<file path="src/rtl/truth_table_sweeper_pkg.sv">
// Shared constants and state encoding for the 4-input truth-table sweeper.
package truth_table_sweeper_pkg;

  localparam int NUM_VARS = 4;
  localparam int NUM_VECT = 16;

  // f = x1'x2x4' + x1x2 + x3'x4, bit i = f(x=i)
  localparam logic [NUM_VECT-1:0] F_SOP = 16'hF272;

  typedef enum logic [1:0] {
    IDLE   = 2'd0,
    DRIVE  = 2'd1,
    SAMPLE = 2'd2,
    DONE   = 2'd3
  } state_t;

endpackage

</file>
<file path="src/rtl/truth_table_sweeper_settle_counter.sv">
// Settle-time counter: clears on load, counts while enabled, flags SETTLE-1.
module truth_table_sweeper_settle_counter #(
  parameter int SETTLE = 2
) (
  input  logic clk,
  input  logic rst,
  input  logic clear,
  input  logic en,
  output logic tc
);

  logic [3:0] cnt_q;
  logic [3:0] cnt_d;

  always_comb begin
    cnt_d = cnt_q;
    if (clear) begin
      cnt_d = '0;
    end else if (en) begin
      cnt_d = cnt_q + 4'd1;
    end
  end

  always_ff @(posedge clk or posedge rst) begin
    if (rst) begin
      cnt_q <= '0;
    end else begin
      cnt_q <= cnt_d;
    end
  end

  assign tc = (cnt_q == 4'(SETTLE - 1));

endmodule

</file>
<file path="src/rtl/truth_table_sweeper.sv">
// Sweeps all 16 input vectors, captures two implementations' outputs and
// compares both truth tables against a reference latched at start.
module truth_table_sweeper
  import truth_table_sweeper_pkg::*;
#(
  parameter int SETTLE = 2
) (
  input  logic                clk,
  input  logic                rst,
  input  logic                start,
  input  logic                abort,
  input  logic [NUM_VECT-1:0] expected,
  input  logic                eval_a,
  input  logic                eval_b,
  output logic [NUM_VARS-1:0] x,
  output logic                busy,
  output logic                done,
  output logic [NUM_VECT-1:0] table_a,
  output logic [NUM_VECT-1:0] table_b,
  output logic [NUM_VECT-1:0] mismatch_a,
  output logic [NUM_VECT-1:0] mismatch_b,
  output logic                pass
);

  state_t              state_q, state_d;
  logic [NUM_VARS-1:0] x_q, x_d;
  logic [NUM_VECT-1:0] expected_q, expected_d;
  logic [NUM_VECT-1:0] table_a_q, table_a_d;
  logic [NUM_VECT-1:0] table_b_q, table_b_d;
  logic [NUM_VECT-1:0] mis_a_q, mis_a_d;
  logic [NUM_VECT-1:0] mis_b_q, mis_b_d;
  logic                pass_q, pass_d;
  logic                cnt_clear, cnt_en, settle_done;
  logic                launch;

  truth_table_sweeper_settle_counter #(.SETTLE(SETTLE)) u_settle (
    .clk   (clk),
    .rst   (rst),
    .clear (cnt_clear),
    .en    (cnt_en),
    .tc    (settle_done)
  );

  // A start from DONE restarts exactly like a start from IDLE.
  assign launch = start && ((state_q == IDLE) || (state_q == DONE));

  always_comb begin
    state_d    = state_q;
    x_d        = x_q;
    expected_d = expected_q;
    table_a_d  = table_a_q;
    table_b_d  = table_b_q;
    mis_a_d    = mis_a_q;
    mis_b_d    = mis_b_q;
    pass_d     = pass_q;
    cnt_clear  = 1'b0;
    cnt_en     = 1'b0;

    case (state_q)
      DRIVE: begin
        if (abort) begin
          state_d = IDLE;
        end else begin
          cnt_en = 1'b1;
          if (settle_done) state_d = SAMPLE;
        end
      end
      SAMPLE: begin
        if (abort) begin
          state_d = IDLE;
        end else begin
          table_a_d[x_q] = eval_a;
          table_b_d[x_q] = eval_b;
          if (x_q == '1) begin
            state_d = DONE;
            // Compare against the tables including this final capture.
            mis_a_d = table_a_d ^ expected_q;
            mis_b_d = table_b_d ^ expected_q;
            pass_d  = (mis_a_d == '0) && (mis_b_d == '0);
          end else begin
            x_d       = x_q + 4'd1;
            cnt_clear = 1'b1;
            state_d   = DRIVE;
          end
        end
      end
      DONE:    state_d = IDLE;
      default: state_d = IDLE;
    endcase

    if (launch) begin
      state_d    = DRIVE;
      x_d        = '0;
      cnt_clear  = 1'b1;
      expected_d = expected;
      table_a_d  = '0;
      table_b_d  = '0;
      mis_a_d    = '0;
      mis_b_d    = '0;
      pass_d     = 1'b0;
    end
  end

  always_ff @(posedge clk or posedge rst) begin
    if (rst) begin
      state_q    <= IDLE;
      x_q        <= '0;
      expected_q <= '0;
      table_a_q  <= '0;
      table_b_q  <= '0;
      mis_a_q    <= '0;
      mis_b_q    <= '0;
      pass_q     <= 1'b0;
    end else begin
      state_q    <= state_d;
      x_q        <= x_d;
      expected_q <= expected_d;
      table_a_q  <= table_a_d;
      table_b_q  <= table_b_d;
      mis_a_q    <= mis_a_d;
      mis_b_q    <= mis_b_d;
      pass_q     <= pass_d;
    end
  end

  assign x          = x_q;
  assign busy       = (state_q == DRIVE) || (state_q == SAMPLE);
  assign done       = (state_q == DONE);
  assign table_a    = table_a_q;
  assign table_b    = table_b_q;
  assign mismatch_a = mis_a_q;
  assign mismatch_b = mis_b_q;
  assign pass       = pass_q;

endmodule

</file>
<file path="config.mk">
export PLATFORM = sky130hd
export DESIGN_NAME = truth_table_sweeper
export DESIGN_NICKNAME = d
export VERILOG_FILES = /design/src/rtl/truth_table_sweeper_pkg.sv /design/src/rtl/truth_table_sweeper_settle_counter.sv /design/src/rtl/truth_table_sweeper.sv
export SDC_FILE = /design/constraint.sdc
export NUM_CORES = 1
export LEC_CHECK = 0
export CAP_MARGIN = 20
export CORE_ASPECT_RATIO = 1.1
export CORE_MARGIN = 5
export CORE_UTILIZATION = 30
export CTS_CLUSTER_SIZE = 14
export DETAILED_ROUTE_END_ITERATION = 8
export GPL_ROUTABILITY_DRIVEN = 0
export PLACE_DENSITY = 0.63
export SLEW_MARGIN = 20
export SYNTH_ARGS = -nofsm -noshare
export SYNTH_HDL_FRONTEND = slang
export SYNTH_HIERARCHICAL = 1
export SYNTH_SLANG_ARGS = --single-unit
</file>
<file path="constraint.sdc">
create_clock -name clk -period 3.5 [get_ports clk]
set_input_delay 0.7 -clock clk [delete_from_list [all_inputs] [get_ports clk]]
set_output_delay 0.7 -clock clk [all_outputs]
set_load 0.01 [all_outputs]
</file>
* Word-level counts from Yosys, hierarchy flattened
Cells that the tools add are included. W data, S select, Z words.
Storage, ports and cells: flip-flop bits (word level) 91, bits of input ports 22
Cells by class: add/subtract/negate cells 2, $lt $le $gt $ge 2, eq/ne operators 8, multiplexer cells 40, bitwise logic cells 2, reduce and logical (&&, ||, !) cells 14
Operators with widths (count):
- $mux W16 | 14
- $bwmux W16 | 2
- $logic_not A16 Y1 | 2
- $xor A16 B16 Y16 | 2
- $mux W4 | 6
- $mux W1 | 11
- $mux W2 | 5
- $add A4 B1 Y4 const B | 2
- $reduce_and A3 Y1 | 2
- $reduce_bool A2 Y1 | 3
- $lt A4 B5 Y1 const B | 1
- $demux W1 S4 | 1
- $eq A2 B2 Y1 const B | 2
- $eq A4 B1 Y1 const B | 1
- $eq A4 B4 Y1 const B | 1
- $ge A4 B1 Y1 const B | 1
- $ne A4 B4 Y1 const B | 1
- $pmux W2 S2 | 1
- $logic_and A1 B1 Y1 | 3
- $eq A2 B1 Y1 const B | 1
- $logic_not A2 Y1 | 1
- $logic_or A1 B1 Y1 | 2
- $ne A2 B1 Y1 const B | 1
- $ne A2 B2 Y1 const B | 1
- $reduce_and A2 Y1 | 1

* Longest topological paths before layout
Gate-level depths: netlist of the first run.
depth in word-level cells 12, gate-level depth with buffers 9

* By module
Netlist of the first run, hierarchy kept.
Modules (own cells, without submodules):
- truth_table_sweeper | times used 1, cells an instance 513, area an instance 4634.4 um^2, seq. area each 2177.1 um^2
- truth_table_sweeper_settle_counter | times used 1, cells an instance 20, area an instance 217.7 um^2, seq. area each 100.1 um^2

* Worst setup path after synthesis of the first run
Ideal clock, no wire load.
path kind register to register, start register x_q[0] (netlist: x[0]), end register pass_q (netlist: pass), library setup time 76 ps, arrival 2032 ps, slack 1392 ps, cell stages (with the launch flop) 9, path buffers 0, clock period less this slack 2108 ps, cell sequence dfrtp_1 > inv_1 > ha_1 > nor3b_1 > mux2i_1 > xnor2_1 > nor4_1 > nand4_1 > o21ai_1
On the way: cells in the longest elaborated chain, start to end 12, elaborated cells on any way between the ends 19, classes of those cells 2 x order compare; 1 x eq/ne; 8 x mux; 2 x bitwise; 6 x reduce/logical
Ends and longest elaborated chain:
- start: declaration | RTL line truth_table_sweeper.sv:26 | logic [NUM_VARS-1:0] x_q, x_d;
- start signal: assignment | RTL line truth_table_sweeper.sv:107 | x_q <= '0;
- start signal: assignment | RTL line truth_table_sweeper.sv:116 | x_q <= x_d;
- $lt A4 B5 Y1 (not written as such) or $ge A4 B1 Y1 (tied branches) | RTL line truth_table_sweeper.sv:72, truth_table_sweeper.sv:73
- $logic_and A1 B1 Y1 (not written as such) | RTL line truth_table_sweeper.sv:72, truth_table_sweeper.sv:73
- $mux W1 (not written as such) | RTL line truth_table_sweeper.sv:72, truth_table_sweeper.sv:73
- $demux W1 S4 | RTL line truth_table_sweeper.sv:72, truth_table_sweeper.sv:73
- $bwmux W16 (on tied branches) | RTL line truth_table_sweeper.sv:72, truth_table_sweeper.sv:73
- $xor A16 B16 Y16 (on tied branches) | RTL line truth_table_sweeper.sv:77, truth_table_sweeper.sv:78
- $logic_not A16 Y1 | RTL line truth_table_sweeper.sv:79 | pass_d = (mis_a_d == '0) && (mis_b_d == '0);
- $logic_and A1 B1 Y1 | RTL line truth_table_sweeper.sv:79
- $mux W1 | RTL line truth_table_sweeper.sv:74 | if (x_q == '1) begin
- $mux W1 | RTL line truth_table_sweeper.sv:69 | if (abort) begin
- $mux W1 | RTL line truth_table_sweeper.sv:59 | case (state_q)
- $mux W1 | RTL line truth_table_sweeper.sv:91 | if (launch) begin
- end signal: assignment | RTL line truth_table_sweeper.sv:122 | pass_q <= pass_d;
- end: declaration | RTL line truth_table_sweeper.sv:32 | logic pass_q, pass_d;
Parallel ways exist; a longest one is shown, timed or not. The select of a mux whose other input is x is not followed. A chain may end at the register's enable or synchronous reset.

* Final worst setup path of the first run
start register x_q[3] (netlist: x[3]), end output x[3]
RTL lines:
- end: declaration | RTL line truth_table_sweeper.sv:15 | output logic [NUM_VARS-1:0] x,
No word-level cell between the ends.

==> key figures, run 1 <==
Min path
  • Hold path cells: 2
  • Worst Hold Class: flip-flop to flip-flop

Logic synthesis
  • Number of synthesized register bits: 91
  • Mapped Nets: approximately 570
  • Post-Synth XOR/XNOR Area: a little over 6%
  • EDFF count, synth: 0
  • Synth Instances: roughly 530
  • Compound-cell area share of the yosys netlist: under 10%
  • Warnings, synthesis: 6
  • Main synth FF type: dfrtp_1
  • Area leader, netlist: dfrtp_1
  • Post-synthesis sequential area ratio: around 47%
  • Largest family of logic cells by synthesized area: simple AND/OR/NAND/NOR gates
  • Mapped cell area: between 4000 and 5000 um^2
  • Unique masters post-synth: 34
  • Synth Area in Simple Gates: around a quarter
  • Cell with the most instances after synthesis: nand2_1
  • Main area contributors after synthesis: dfrtp_1 (47%), nand2_1 (12%), mux2i_1 (7.8%)
  • Syn_area_per_cell: ~9.1 um^2
  • Mux cell area share after synthesis: just over 8%
  • Post-Synth Adder-Cell Area: under 10%
  • Most common library cells after synthesis: nand2_1 (151), dfrtp_1 (91), a21oi_1 (61)
  • Ys async rst share: 100%
  • Top cell type's share of synthesized area: 46.9%

Drt
  • # DRC: 0
  • First-pass DRT Iterations: 4
  • Drt wl/cell: around 17 um
  • Final ANT Viol Nets: 0
  • DRT iter0 DRCs: slightly above 300
  • Routed wire length: around 14,000 um
  • Via density per instance: 4.90
  • Vias: 4,007

Worst setup path
  • Buffers & Inverters on Critical Path: 1
  • Max stage delay on crit path: roughly 0.98 ns
  • CP Cell Sequence: clkdlybuf4s50_1
  • Nature of the critical path endpoint: primary output
  • Critical path required time: roughly 2.8 ns
  • R2R cell count: 7
  • Crit Path Max Fanout: 23
  • CP Depth: 1
  • Critical Path AT: 2.01 ns
  • Top delay family on crit path: flip-flops
  • WS Path Type: flip-flop to primary output
  • CP max-delay cell: dfrtp_1
  • Kind of start point of the critical path: flip-flop

Final layout
  • Layout Cells excl Fill: between 800 and 900
  • Share of layout cells above drive strength 1: under 10%
  • Reg area: roughly 2300 um^2
  • Inserted Diodes: 0
  • Area of the multi-input gates: 2370 um^2
  • Fin area: around 6300 um^2
  • Final nets: between 600 and 700
  • Filler cells: around 1,600
  • Area growth, synth to finish: 28.9%

Place
  • Pre-CTS setup slack: just over 0.7 ns
  • HPWL Detailed: 10,800 um
  • Placed cell areas: 5980 um^2
  • Inst Count DP: between 800 and 900
  • # port buffers: 92

Power and ir drop
  • Static leakage: approximately 2.9 nW
  • Max IR drop VDD: 0.000224 V
  • P per Cell Area: between 400 and 500 nW/um^2

Floorplan
  • Core ar.: roughly 16,000 um^2
  • Die height: 143 um
  • Die ar.: roughly 19,000 um^2
  • Top Ports: just over 90
  • Die width: 131 um
  • Initial Util: a little under a third
  • Row count: 48

Clock tree
  • Post-CTS Setup Repair Bufs: 0
  • Worst-Skew Late Latency: between 0.3 and 0.4 ns
  • CTS tree: done
  • CTS Buffer Depth: 2
  • Post_cts resized: 0
  • CTS Sinks: 91
  • Cts hold-fix bufs: 0
  • Worst-path clk slew: ~0.060 ns
  • CTS Root Buffer Type: clkbuf_16
  • H-tree depth: 3
  • Total CTS buffers: 9

STA
  • Slew @ Worst Pin: 0.982 ns
  • Fmax achieved: about 370 MHz
  • Final Max Slew Viols: 0
  • Clock Skews: approximately 0.0060 ns
  • Final setup violation count: 0
  • Worst hold slack: approximately 0.53 ns
  • Final worst slack: just under 0.8 ns
  • RSZ-0062 raised after global routing: false
  • Setup TNS: 0 ns
  • Final Critical Period: about 2.7 ns
  • Final hold vios: 0
  • Slew HR: between 30% and 40%
  • Final period util: 77.5%

Global routing
  • Gr usage total: approximately 15%
  • Largest net degree at the start of global routing: 46
  • First-pass GRT wire length: 22,800 um
  • Initial antenna violation count: 0
  • Vias in the first global route: roughly 4,200
  • Remaining global-route overflow: 0

Run
  • Max-cap violations: 0

Status
  • Status: finished clean
-- per-stage QoR --
| stage | util [%] | total power (W) |
|---|---|---|
| floorplan | - | 0.00179 |
| global placement | 37.8 | 0.00200 |
| detailed placement | 37.8 | 0.00203 |
| CTS | 39.6 | 0.00296 |
| global route | 39.6 | 0.00310 |
| finish | 39.6 | 0.00294 |
-- final cells by class --
cell class / instances / share of cell area (%)
clock buffers: 13 / 3.84
clock inverters: 2 / 0.600
inverters: 8 / 0.500
multi-input cells: 396 / 37.9
flip-flops and latches: 91 / 36.4
well taps: 200 / 4.00
repair buffers: 107 / 16.7
-- registers in the layout, indices dropped and copies added (netlist names) --
register / cells
expected_q: 16
mismatch_a: 16
mismatch_b: 16
table_a: 16
table_b: 16
u_settle/cnt_q: 4
x: 4
state_q: 2
pass: 1
-- cell usage in the layout (no fill, tap or decap), types with 2 or more instances in the layout --
cell type / netlist / final
nand2_1: 151 / 151
clkdlybuf4s50_1: 0 / 92
dfrtp_1: 91 / 91
a21oi_1: 61 / 61
mux2i_1: 38 / 38
xnor2_1: 34 / 34
nand3_1: 30 / 30
nor2_1: 15 / 15
buf_4: 1 / 14
ha_1: 11 / 11
clkbuf_16: 0 / 9
nor4_1: 8 / 8
inv_1: 8 / 7
nand3b_4: 6 / 6
nor3b_1: 6 / 6
a211oi_1: 5 / 5
nor2b_1: 5 / 5
clkbuf_1: 25 / 4
nand3b_1: 3 / 3
nor3_1: 3 / 3
nand4_1: 3 / 3
nand3_2: 2 / 2
or3_1: 2 / 2
nand2b_1: 2 / 2
and3_1: 2 / 2
o21ai_0: 2 / 2
-- where the power goes --
part	total [W]	switching, W	internal, W
Combinational	0.000697	0.000419	0.000278
Clock	0.000931	0.000380	0.000551
Sequential	0.00131	0.000151	0.00116
Total	0.00294	0.000950	0.00199
-- logic make-up (layout without fill, tap and decap cells) --
family,Yosys count,in the layout
flops,91,91
xor+xnor,34,34
buf+inv,46,130
mux,39,39
fa+ha+maj,11,11
compound gates,70,70
simple gates,242,242
-- final timing paths --
path / from / to / slack (ns)
worst max-delay path: x[3] / x[3] / 0.79
worst min-delay path: mismatch_b[2] / mismatch_b[2] / 0.53
worst max register to register: x[3] / pass / 0.95
worst min register to register: mismatch_b[2] / mismatch_b[2] / 0.53
max in group asynchronous: rst / table_b[5] / 1.98
min in group asynchronous: rst / u_settle/cnt_q[3] / 0.61
-- per-layer routing --
layer	GRT usage, %	routed length [um]	up-vias	share of wire [%]
met1	20.7	6590	1960	47
li1	-	-	1933	-
met4	3.63	165	0	1.2
met3	3.08	667	13	4.8
met2	24.3	6460	101	47
met5	0	0	-	0
Power figures use the tool's default switching activity.
==> run 2, diff against run 1 <==
==> constraint.sdc (replaced) <==
create_clock -name clk -period 2.5 [get_ports clk]
set_input_delay 0.5 -clock clk [delete_from_list [all_inputs] [get_ports clk]]
set_output_delay 0.5 -clock clk [all_outputs]
set_load 0.01 [all_outputs]
==> run 2 against run 1 <==
Highest routed layer unchanged. Global-route usage up 0.21 points. Routed wire length rose by 1.9%. Non-clock buffer count grew 7.
==> key figures, run 2 (synthesized netlist as in run 1, its figures left out) <==
Status
  • Status: finished clean (unchanged)

STA
  • Slew @ Worst Pin: 0.530 ns (was 0.982 ns)
  • Setup TNS: 0 ns (unchanged)
  • Final setup violation count: 0 (unchanged)
  • Final Critical Period: 2.34 ns
  • RSZ-0062 raised after global routing: false (unchanged)
  • Final period util: 93.7%
  • Worst hold slack: 0.456 ns (was 0.525 ns)
  • Final worst slack: 0.156 ns (was 0.786 ns)
  • Final Max Slew Viols: 0 (unchanged)
  • Final hold vios: 0 (unchanged)
  • Clock Skews: 0.00920 ns (was 0.00600 ns)
  • Slew HR: 64.7% (was 34.5%)
  • Fmax achieved: 427 MHz

Worst setup path
  • Setup crit start: x[2] (was x[3])
  • Crit Path Max Fanout: 16 (was 23)
  • Kind of start point of the critical path: flip-flop (unchanged)
  • CP Cell Sequence: buf_4, buf_4, clkdlybuf4s50_1 (was clkdlybuf4s50_1)
  • Max stage delay on crit path: 0.60 ns (was 0.98 ns)
  • CP max-delay cell: dfrtp_2 (was dfrtp_1)
  • Nature of the critical path endpoint: primary output (unchanged)
  • Reg2Reg Capture Point: pass (unchanged)
  • R2R cell count: 9 (was 7)
  • Buffers & Inverters on Critical Path: 3 (was 1)
  • Worst setup path endpoint: x[2] (was x[3])
  • Worst path most repeated cell: buf_4
  • Critical path required time: 2.00 ns (was 2.80 ns)
  • CP Depth: 3 (was 1)
  • Critical Path AT: 1.84 ns (was 2.01 ns)
  • WS Path Type: flip-flop to primary output (unchanged)
  • Reg2Reg Setup Slack: 0.21 ns (was 0.95 ns)
  • Beginning of the worst register-to-register path: x[0] (was x[3])
  • Top delay family on crit path: buffers and inverters (was flip-flops)

Power and ir drop
  • Internal power: 0.00280 W (was 0.00199 W)
  • Static leakage: 2.94 nW (was 2.88 nW)
  • NetSw: 0.00136 W (was 0.000950 W)
  • Seq pwr share: 44.1% (was 44.6%)
  • Sw Ratio: 32.7% (was 32.3%)
  • P per Cell Area: 654 nW/um^2 (was 470 nW/um^2)
  • Max IR drop VDD: 0.000321 V (was 0.000224 V)
  • Clock power share: 31.9% (was 31.7%)
  • Logic pwr share: 24.0% (was 23.7%)

Place
  • Inst Count DP: 809 (was 802)
  • HPWL Detailed: 10,900 um (was 10,800 um)
  • # port buffers: 92 (unchanged)
  • Placed cell areas: 6080 um^2 (was 5980 um^2)
  • Pre-CTS setup slack: 0.209 ns (was 0.714 ns)

Global routing
  • Gr usage total: 15.2% (was 15.0%)
  • Vias in the first global route: 4,211 (was 4,185)
  • Largest net degree at the start of global routing: 86 (was 46)
  • First-pass GRT wire length: 23,000 um (was 22,800 um)
  • Initial antenna violation count: 0 (unchanged)
  • Remaining global-route overflow: 0 (unchanged)

Final layout
  • Filler cells: 1,580 (was 1,602)
  • Most frequent cells in the layout: nand2_1 (151), clkdlybuf4s50_1 (92), dfrtp_1 (90) (was nand2_1 (151), clkdlybuf4s50_1 (92), dfrtp_1 (91))
  • Inserted Diodes: 0 (unchanged)
  • Layout Cells excl Fill: 825 (was 817)
  • Most common cell after layout, fill and taps aside: nand2_1 (unchanged)
  • Final nets: 653 (was 646)
  • Fin area: 6370 um^2 (was 6250 um^2)
  • Area growth, synth to finish: 31.3% (was 28.9%)
  • Share of layout cells above drive strength 1: 8.16% (was 6.48%)

Run
  • Max-cap violations: 0 (unchanged)

Clock tree
  • CTS Buffer Depth: 2 (unchanged)
  • Total CTS buffers: 9 (unchanged)
  • CTS tree: done (unchanged)
  • Cts hold-fix bufs: 0 (unchanged)
  • Worst-Skew Late Latency: 0.35 ns (was 0.34 ns)
  • Worst-path clk slew: 0.06 ns (about the same)
  • Post_cts resized: 1 (was 0)
  • CTS Root Buffer Type: clkbuf_16 (unchanged)
  • Post-CTS Setup Repair Bufs: 0 (unchanged)
  • H-tree depth: 3 (unchanged)
  • CTS Sinks: 91 (unchanged)

Drt
  • Drt wl/cell: 17.1 um (was 17.0 um)
  • Final ANT Viol Nets: 0 (unchanged)
  • First-pass DRT Iterations: 5 (was 4)
  • DRT iter0 DRCs: 418 (was 311)
  • Via density per instance: 4.89 (was 4.90)
  • Routed wire length: 14,100 um (was 13,900 um)
  • Vias: 4,036 (was 4,007)
  • # DRC: 0 (unchanged)

Floorplan
  • Row count: 48 (unchanged)
  • Die width: 131 um (unchanged)
  • Die ar.: 18,800 um^2 (unchanged)
  • Die height: 143 um (unchanged)
  • Top Ports: 93 (unchanged)
  • Core ar.: 15,800 um^2 (unchanged)
  • Initial Util: 30.7% (unchanged)

Min path
  • Worst Hold Class: primary input to async pin (was flip-flop to flip-flop)
## run 2: cell types whose count changed in the layout (fill, tap and decap cells not counted)
cell,previous run,this run
clkinv_4,0,1
buf_4,14,17
dfrtp_1,91,90
clkinv_2,1,3
buf_12,1,5
dfrtp_2,0,1
clkbuf_1,4,2
## run 2: layer usage
metal / track usage [%] / vias to the layer above / wire length [um]
met2: 24.2 / 111 / 6590
met1: 20.8 / 1949 / 6630
met3: 3.29 / 24 / 658
met5: 0 / - / 0
met4: 4.76 / 0 / 268
li1: - / 1952 / -
## run 2: worst reg2reg max path, cell delays in order, from the launching register on
cell	delay, ns
dfrtp_1	0.47
inv_1	0.15
ha_1	0.26
buf_4	0.20
nand3_2	0.11
mux2i_1	0.28
xnor2_1	0.13
nor4_1	0.31
nand4_1	0.15
o21ai_1	0.15
## run 2: how the worst min path moves through the flow
| stage | start | to | slack (ns) | cells past startpoint |
|---|---|---|---|---|
| 5_1_grt | rst | u_settle/cnt_q[0] | 0.49 | 2 |
| 3_3_place_gp | mismatch_b[5] | mismatch_b[5] | 0.52 | 2 |
| 4_1_cts | rst | u_settle/cnt_q[3] | 0.45 | 2 |
| 2_1_floorplan | rst | u_settle/cnt_q[0] | 0.27 | 1 |
| 3_5_place_dp | mismatch_b[2] | mismatch_b[2] | 0.52 | 2 |
| 6_report | rst | u_settle/cnt_q[0] | 0.46 | 2 |
## run 2: power groups by stage
stage / combinational (W) / sequential, W / clock, W
after floorplan: 0.000726 / 0.00178 / 0
after global placement: 0.000971 / 0.00185 / 0
after detailed placement: 0.00101 / 0.00186 / 0
after CTS: 0.00101 / 0.00183 / 0.00137
after global routing: 0.00112 / 0.00186 / 0.00141
final: 0.000999 / 0.00183 / 0.00133
## run 2: stage by stage
step                      power, W  utilization, %
after floorplan            0.00251               -
after global placement     0.00282            38.5
after detailed placement   0.00286            38.5
after CTS                  0.00421            40.3
after global routing       0.00439            40.3
final                      0.00416            40.3
## run 2: layout make-up
cell class                 count  area (um^2)  share of cell area, %
inverter                       8         33.8                  0.530
tap                          200          250                   3.93
clock buffer                  11          233                   3.65
sequential                    91         2280                   35.8
timing repair buffer         114         1150                   18.0
multi-input combinational    396         2370                   37.2
clock inverter                 5         53.8                  0.845
